`src/rtl/sdp_be_write_coalescer_pkg.sv`:
```
// Shared parameters and types for the SDP_be write coalescer.
//
// Holds the default word geometry of the SDP_be memory, the derived data
// width, the timeout counter width, the FSM state type and the write-entry
// struct (addr, data, be) used for the pending entry.
package sdp_be_write_coalescer_pkg;

    localparam int NBYTES_DEF    = 4;
    localparam int BYTEWIDTH_DEF = 8;
    localparam int WABITS_DEF    = 8;
    localparam int WDBITS_DEF    = NBYTES_DEF * BYTEWIDTH_DEF;

    // TIMEOUT is limited to 1..255, so 8 bits always hold the idle count.
    localparam int CNT_W = 8;

    typedef enum logic {
        ST_EMPTY = 1'b0,
        ST_HOLD  = 1'b1
    } coal_state_t;

    typedef struct packed {
        logic [WABITS_DEF-1:0] addr;
        logic [WDBITS_DEF-1:0] data;
        logic [NBYTES_DEF-1:0] be;
    } wr_entry_t;

    function automatic int wdbits(input int nbytes, input int bytewidth);
        return nbytes * bytewidth;
    endfunction

    // The counter holds the number of completed idle cycles. Write-out is
    // decided on the idle cycle that brings it to TIMEOUT-1, so the decision
    // is taken while the counter still reads TIMEOUT-2 and m_we appears
    // TIMEOUT cycles after the last accepted beat. TIMEOUT=1 fires on the
    // first idle cycle.
    function automatic logic [CNT_W-1:0] timeout_fire_count(input int timeout);
        return (timeout > 1) ? CNT_W'(timeout - 2) : '0;
    endfunction

endpackage

```
`src/rtl/sdp_be_write_coalescer_be_byte_merge.sv`:
```
// be_byte_merge: per-byte priority select of two data/byte-enable pairs.
//
// Ports:
//   hi_data/hi_be   higher-priority word and its byte enables
//   lo_data/lo_be   lower-priority word and its byte enables
//   out_data        per byte: hi if hi_be set, else lo if lo_be set, else 0
//   out_be          hi_be | lo_be
// Bytes enabled by neither side come out as zero, so a merged word is always
// stored masked by its own enables.
module be_byte_merge
    import sdp_be_write_coalescer_pkg::*;
#(
    parameter int NBYTES    = NBYTES_DEF,
    parameter int BYTEWIDTH = BYTEWIDTH_DEF
) (
    input  logic [NBYTES*BYTEWIDTH-1:0] hi_data,
    input  logic [NBYTES-1:0]           hi_be,
    input  logic [NBYTES*BYTEWIDTH-1:0] lo_data,
    input  logic [NBYTES-1:0]           lo_be,
    output logic [NBYTES*BYTEWIDTH-1:0] out_data,
    output logic [NBYTES-1:0]           out_be
);

    always_comb begin
        out_data = '0;
        for (int i = 0; i < NBYTES; i++) begin
            if (hi_be[i]) begin
                out_data[i*BYTEWIDTH +: BYTEWIDTH] = hi_data[i*BYTEWIDTH +: BYTEWIDTH];
            end else if (lo_be[i]) begin
                out_data[i*BYTEWIDTH +: BYTEWIDTH] = lo_data[i*BYTEWIDTH +: BYTEWIDTH];
            end
        end
    end

    assign out_be = hi_be | lo_be;

endmodule

```
`src/rtl/sdp_be_write_coalescer.sv`:
```
// sdp_be_write_coalescer: single-entry write coalescer in front of an SDP_be
// BRAM, with read-after-write forwarding.
//
// Ports:
//   clk, rst                       clock, synchronous active-high reset
//   s_valid/s_ready                write-beat handshake (s_ready = !flush)
//   s_addr/s_data/s_be             write beat address, data, byte enables
//   flush                          force write-out of the pending entry
//   m_we/m_wa/m_wd/m_be            registered BRAM write port
//   ra -> m_ra                     read address, passed straight through
//   m_rd                           BRAM read data (one cycle after ra)
//   rd                             m_rd with newer pending/in-flight bytes
//   idle                           no pending entry and no write in flight
//
// Beats to the pending address merge byte-wise; a different address, a
// flush or TIMEOUT idle cycles push the entry out to the BRAM. An entry with
// no enabled bytes is dropped instead of written.
// The pending entry uses the package's wr_entry_t, so NBYTES/BYTEWIDTH/WABITS
// are expected to match the package defaults of the SDP_be memory.
module sdp_be_write_coalescer
    import sdp_be_write_coalescer_pkg::*;
#(
    parameter int NBYTES    = NBYTES_DEF,
    parameter int BYTEWIDTH = BYTEWIDTH_DEF,
    parameter int WABITS    = WABITS_DEF,
    parameter int TIMEOUT   = 8
) (
    input  logic                                   clk,
    input  logic                                   rst,
    input  logic                                   s_valid,
    output logic                                   s_ready,
    input  logic [WABITS-1:0]                      s_addr,
    input  logic [wdbits(NBYTES, BYTEWIDTH)-1:0]   s_data,
    input  logic [NBYTES-1:0]                      s_be,
    input  logic                                   flush,
    output logic                                   m_we,
    output logic [WABITS-1:0]                      m_wa,
    output logic [wdbits(NBYTES, BYTEWIDTH)-1:0]   m_wd,
    output logic [NBYTES-1:0]                      m_be,
    input  logic [WABITS-1:0]                      ra,
    output logic [WABITS-1:0]                      m_ra,
    input  logic [wdbits(NBYTES, BYTEWIDTH)-1:0]   m_rd,
    output logic [wdbits(NBYTES, BYTEWIDTH)-1:0]   rd,
    output logic                                   idle
);

    localparam int WDBITS = wdbits(NBYTES, BYTEWIDTH);
    localparam logic [CNT_W-1:0] FIRE_CNT = timeout_fire_count(TIMEOUT);

    coal_state_t      state;
    wr_entry_t        pend;
    logic [CNT_W-1:0] cnt;

    logic              accept;
    logic              same_addr;
    logic              fire;
    logic              do_wo;
    logic [NBYTES-1:0] merge_lo_be;
    logic [WDBITS-1:0] new_data;
    logic [NBYTES-1:0] new_be;

    logic [NBYTES-1:0] beat_fwd_be;
    logic [NBYTES-1:0] pend_fwd_be;
    logic [NBYTES-1:0] mw_fwd_be;
    logic [WDBITS-1:0] fwd1_data;
    logic [NBYTES-1:0] fwd1_be;
    logic [WDBITS-1:0] fwd_data;
    logic [NBYTES-1:0] fwd_be;
    logic [WDBITS-1:0] snap_data_p1;
    logic [NBYTES-1:0] snap_be_p1;

    assign s_ready = !flush;
    assign m_ra    = ra;
    assign idle    = (state == ST_EMPTY) && !m_we;

    // Beats presented while rst is high never count as accepted.
    assign accept    = s_valid && s_ready && !rst;
    assign same_addr = (s_addr == pend.addr);
    assign fire      = (cnt == FIRE_CNT);

    // A same-address beat wins over an expiring timeout; flush blocks
    // acceptance, so it never competes with a beat.
    assign do_wo = (state == ST_HOLD) &&
                   (flush || (accept && !same_addr) || (!accept && fire));

    // Merge path: with the pending enables zeroed this is a plain masked load.
    assign merge_lo_be = (state == ST_HOLD && same_addr) ? pend.be : '0;

    be_byte_merge #(.NBYTES(NBYTES), .BYTEWIDTH(BYTEWIDTH)) u_merge (
        .hi_data  (s_data),
        .hi_be    (s_be),
        .lo_data  (pend.data),
        .lo_be    (merge_lo_be),
        .out_data (new_data),
        .out_be   (new_be)
    );

    // Forwarding path: accepted beat > pending entry > in-flight BRAM write.
    assign beat_fwd_be = (accept && s_addr == ra)               ? s_be    : '0;
    assign pend_fwd_be = (state == ST_HOLD && pend.addr == ra)  ? pend.be : '0;
    assign mw_fwd_be   = (m_we && m_wa == ra)                   ? m_be    : '0;

    be_byte_merge #(.NBYTES(NBYTES), .BYTEWIDTH(BYTEWIDTH)) u_fwd_hi (
        .hi_data  (s_data),
        .hi_be    (beat_fwd_be),
        .lo_data  (pend.data),
        .lo_be    (pend_fwd_be),
        .out_data (fwd1_data),
        .out_be   (fwd1_be)
    );

    be_byte_merge #(.NBYTES(NBYTES), .BYTEWIDTH(BYTEWIDTH)) u_fwd_lo (
        .hi_data  (fwd1_data),
        .hi_be    (fwd1_be),
        .lo_data  (m_wd),
        .lo_be    (mw_fwd_be),
        .out_data (fwd_data),
        .out_be   (fwd_be)
    );

    // ---- stage p0 -> p1: entry/FSM update, write-out, forwarding snapshot
    always_ff @(posedge clk) begin
        if (rst) begin
            state        <= ST_EMPTY;
            pend         <= '0;
            cnt          <= '0;
            m_we         <= 1'b0;
            m_wa         <= '0;
            m_wd         <= '0;
            m_be         <= '0;
            snap_data_p1 <= '0;
            snap_be_p1   <= '0;
        end else begin
            // An entry with no enabled bytes is consumed without a BRAM write.
            m_we <= do_wo && (|pend.be);
            if (do_wo) begin
                m_wa <= pend.addr;
                m_wd <= pend.data;
                m_be <= pend.be;
            end

            snap_data_p1 <= fwd_data;
            snap_be_p1   <= fwd_be;

            case (state)
                ST_EMPTY: begin
                    if (accept) begin
                        pend  <= '{addr: s_addr, data: new_data, be: new_be};
                        cnt   <= '0;
                        state <= ST_HOLD;
                    end
                end
                ST_HOLD: begin
                    if (flush) begin
                        cnt   <= '0;
                        state <= ST_EMPTY;
                    end else if (accept) begin
                        pend <= '{addr: s_addr, data: new_data, be: new_be};
                        cnt  <= '0;
                    end else if (fire) begin
                        cnt   <= '0;
                        state <= ST_EMPTY;
                    end else begin
                        cnt <= cnt + CNT_W'(1);
                    end
                end
                default: state <= ST_EMPTY;
            endcase
        end
    end

    // ---- stage p1: snapshot overlays the BRAM read data
    always_comb begin
        rd = m_rd;
        for (int i = 0; i < NBYTES; i++) begin
            if (snap_be_p1[i]) begin
                rd[i*BYTEWIDTH +: BYTEWIDTH] = snap_data_p1[i*BYTEWIDTH +: BYTEWIDTH];
            end
        end
    end

endmodule
```
`config.mk`:
```
export PLATFORM = sky130hd
export DESIGN_NAME = sdp_be_write_coalescer
export DESIGN_NICKNAME = d
export VERILOG_FILES = /design/src/rtl/sdp_be_write_coalescer_pkg.sv /design/src/rtl/sdp_be_write_coalescer_be_byte_merge.sv /design/src/rtl/sdp_be_write_coalescer.sv
export SDC_FILE = /design/constraint.sdc
export NUM_CORES = 1
export LEC_CHECK = 0
export BUFFER_PORTS_ARGS = -buffer_cell sky130_fd_sc_hd__buf_2
export CORE_MARGIN = 2
export CORE_UTILIZATION = 57
export DETAILED_ROUTE_END_ITERATION = 7
export GPL_ROUTABILITY_DRIVEN = 0
export GPL_TIMING_DRIVEN = 0
export PLACE_DENSITY = 0.95
export REMOVE_ABC_BUFFERS = 1
export SYNTH_ARGS = -nofsm -noshare
export SYNTH_HDL_FRONTEND = slang
export SYNTH_SLANG_ARGS = --single-unit
```
`constraint.sdc`:
```
create_clock -name clk -period 3.25 [get_ports clk]
set_input_delay 0.325 -clock clk [delete_from_list [all_inputs] [get_ports clk]]
set_output_delay 0.325 -clock clk [all_outputs]
set_load 0.05 [all_outputs]
```
==> impl_results.md <==
* Synth cell types at 48
* Layout cells sized above 1 at 28.8%
* Drt via density at 5.74
* Mapped Cells at 737
* EDFF count, synth at 0
* Layout Nets at 969
* Initial Util at 58.1%
* Crit path largest cell delay at 0.82 ns
* Vias in the first global route at 5,662
* Die width at 112 um
* Critical Path End Type: flip-flop
* Final setup TNS at 0 ns
* Seq cells post-synth at 134
* Buffers on Ports at 174
* DRC Markers at 0
* Worst path slowest cell: nand2_1
* Clock Path Buffers at 2
* Core Rows at 39
* Seq/Total Area, Yosys at 40.6%
* Vias at 5,954
* Initial antenna violation count at 2
* Final Skew at 0.0124 ns
* WS Path Type: input pin to flip-flop
* Resized cells post-CTS at 0
* CP max FO at 75
* Syn avg cell area at 8.96 um^2
* Worst VDD drop at 335 uV
* Most common cell after layout, fill and taps aside: buf_2
* CP delay by family, top: simple AND/OR/NAND/NOR gates
* Clock latency on the worst-skew pair at 0.42 ns
* Gr ovfl total at 0
* Max Cap Violations at 0
* Mapped cell area at 6600 um^2
* CTS Buf Count at 17
* Wire length per cell at 16.2 um
* Final Instance Count excl. Fillers at 1,037
* Io pins at 175
* Routed Antenna Nets at 0
* Final wirelength at 16,800 um
* Status: complete, no violations
* CP cell instances: buf_4 -> and2b_2 -> nand2_1 -> and3_4 -> a31o_4 -> mux2i_1
* Max Fclk at 0.333 GHz
* Headroom to the max-slew limit at 11.5%
* Clk slew on worst S/H paths at 0.06 ns
* Buffers & Inverters on Critical Path at 1
* CP startpoint kind: input pin
* Yosys synthesis warning count at 0
* Final Cycle Share at 92.3%
* Post-cts hold buffer count at 0
* Total GRT Usage at 26.1%
* Area of the die at 12,500 um^2
* Final min period at 3.00 ns
* Register Area at 2680 um^2
* Final hold violation count at 0
* Total core area at 11,400 um^2
* TritonRoute pass-1 iters at 5
* Final setup viols at 0
* H-tree Lvls at 4
* Placed Cells incl. Taps at 1,003
* Max-slew violation count at 0
* Worst-margin pin slew at 1.32 ns
* CTS root buffer: clkbuf_16
* Commonest non-fill, non-tap cells in the layout: buf_2, dfxtp_1, nand2b_1, nand2_1, a21oi_1
* Post-CTS Setup Bufs at 0
* Asr flop ratio synth at 0%
* First-pass GRT wire length at 26,700 um
* PwrDens at 524 nW/um^2
* Area growth, synth to finish at 21.8%
* Predominant post-synthesis flop cell: dfxtp_1
* Initial detailed-routing violation count at 582
* RSZ-0062 raised after global routing: false
* Worst setup margin at 0.251 ns
* WP data arrival at 3.32 ns
* Pre-CTS setup slack at -0.136 ns
* Pleak at 0.00305 uW
* Area of the multi-input gates at 3590 um^2
* Critical Path RT at 3.57 ns
* Die Height at 112 um
* CTS tree: built
* Hold WC Path Type: input pin to flip-flop
* Detail Placement HPWL at 11,300 um
* Pin count of the biggest net entering global routing at 96
* Final core occ at 70.7%
* Clk sink count at 134
* # fillers at 881
[metrics by stage]
step | cell area, um^2 | hold WS (ns) | power [uW]
floorplan | 6300 | 0.394 | 1940
global placement | 7350 | 0.469 | 2110
detailed placement | 7380 | 0.475 | 2120
CTS | 8040 | 0.157 | 4220
global route | 8040 | 0.163 | 4330
finish | 8040 | 0.156 | 4220
[routing by layer]
| layer | GRT usage, % | vias to the layer above | share of wire [%] |
|---|---|---|---|
| li1 | - | 2843 | - |
| met1 | 32.0 | 2832 | 40 |
| met2 | 45.1 | 244 | 51 |
| met3 | 4.35 | 35 | 6.0 |
| met4 | 11.9 | 0 | 2.5 |
| met5 | 0 | - | 0 |
[registers in the layout (all words and copies together), names as in the netlist]
register      flops
pend             44
state             1
snap_be_p1        4
cnt               8
m_be              4
m_wa              8
snap_data_p1     32
m_wd             32
m_we              1
[power by group]
group / internal (uW) / switching [uW] / total (uW)
combinational: 143 / 262 / 405
clock: 1410 / 725 / 2130
sequential: 1660 / 18.5 / 1680
[logic make-up (layout without fill, tap and decap cells)]
logic type,after synthesis,in the layout,share of synthesized area (%)
AOI/OAI and AO/OA,134,134,12.4
adders and majority gates,2,2,0.379
and+or+nand+nor,296,296,24.7
other,0,2,0
xor gates and xnor gates,36,36,4.78
DFF,134,134,40.6
muxes,76,76,12.1
buffers and inverters,59,214,4.98
[path summary, 6_finish.rpt]
check            start       end  slack, ns  cells past startpoint
max                rst  m_wd[31]       0.25                      6
min          s_addr[0]  pend[36]       0.16                      3
max reg2reg   pend[36]  pend[23]       0.73                      5
min reg2reg   pend[27]  m_wd[23]       0.48                      2
[tightest hold or removal path, delay by kind of cell]
kind | cells | cell delay [ns]
buf+inv | 1 | 0.11
simple gates | 1 | 0.05
compound gates | 1 | 0.05
[cell usage after synthesis (all sizes together), types with 2 or more instances]
library cell | count | area [um^2]
mux2 | 32 | 360
clkbuf | 31 | 118
nand2 | 71 | 267
nor2 | 49 | 184
a31oi | 2 | 18.8
and3 | 5 | 37.5
nand4 | 8 | 56.3
a21oi | 50 | 250
buf | 21 | 185
nand3 | 39 | 210
xor2 | 19 | 166
o21ai | 44 | 220
nand2b | 93 | 582
a211oi | 9 | 67.6
mux2i | 44 | 440
and2 | 4 | 25.0
xnor2 | 17 | 149
and4 | 4 | 35.0
a311oi | 24 | 210
inv | 7 | 26.3
dfxtp | 134 | 2680
nor4 | 12 | 145
ha | 2 | 25.0
nor3 | 3 | 20.0
nand3b | 2 | 15.0
[final cells by class]
| class | instances | area share [%] |
|---|---|---|
| tap | 143 | 2.23 |
| clock inverter | 11 | 2.44 |
| inverter | 7 | 0.327 |
| timing repair buffer | 175 | 11.2 |
| sequential | 134 | 33.4 |
| clock buffer | 21 | 5.73 |
| multi-input combinational | 544 | 44.6 |
| antenna | 2 | 0.0622 |
Power figures use the tool's default switching activity.
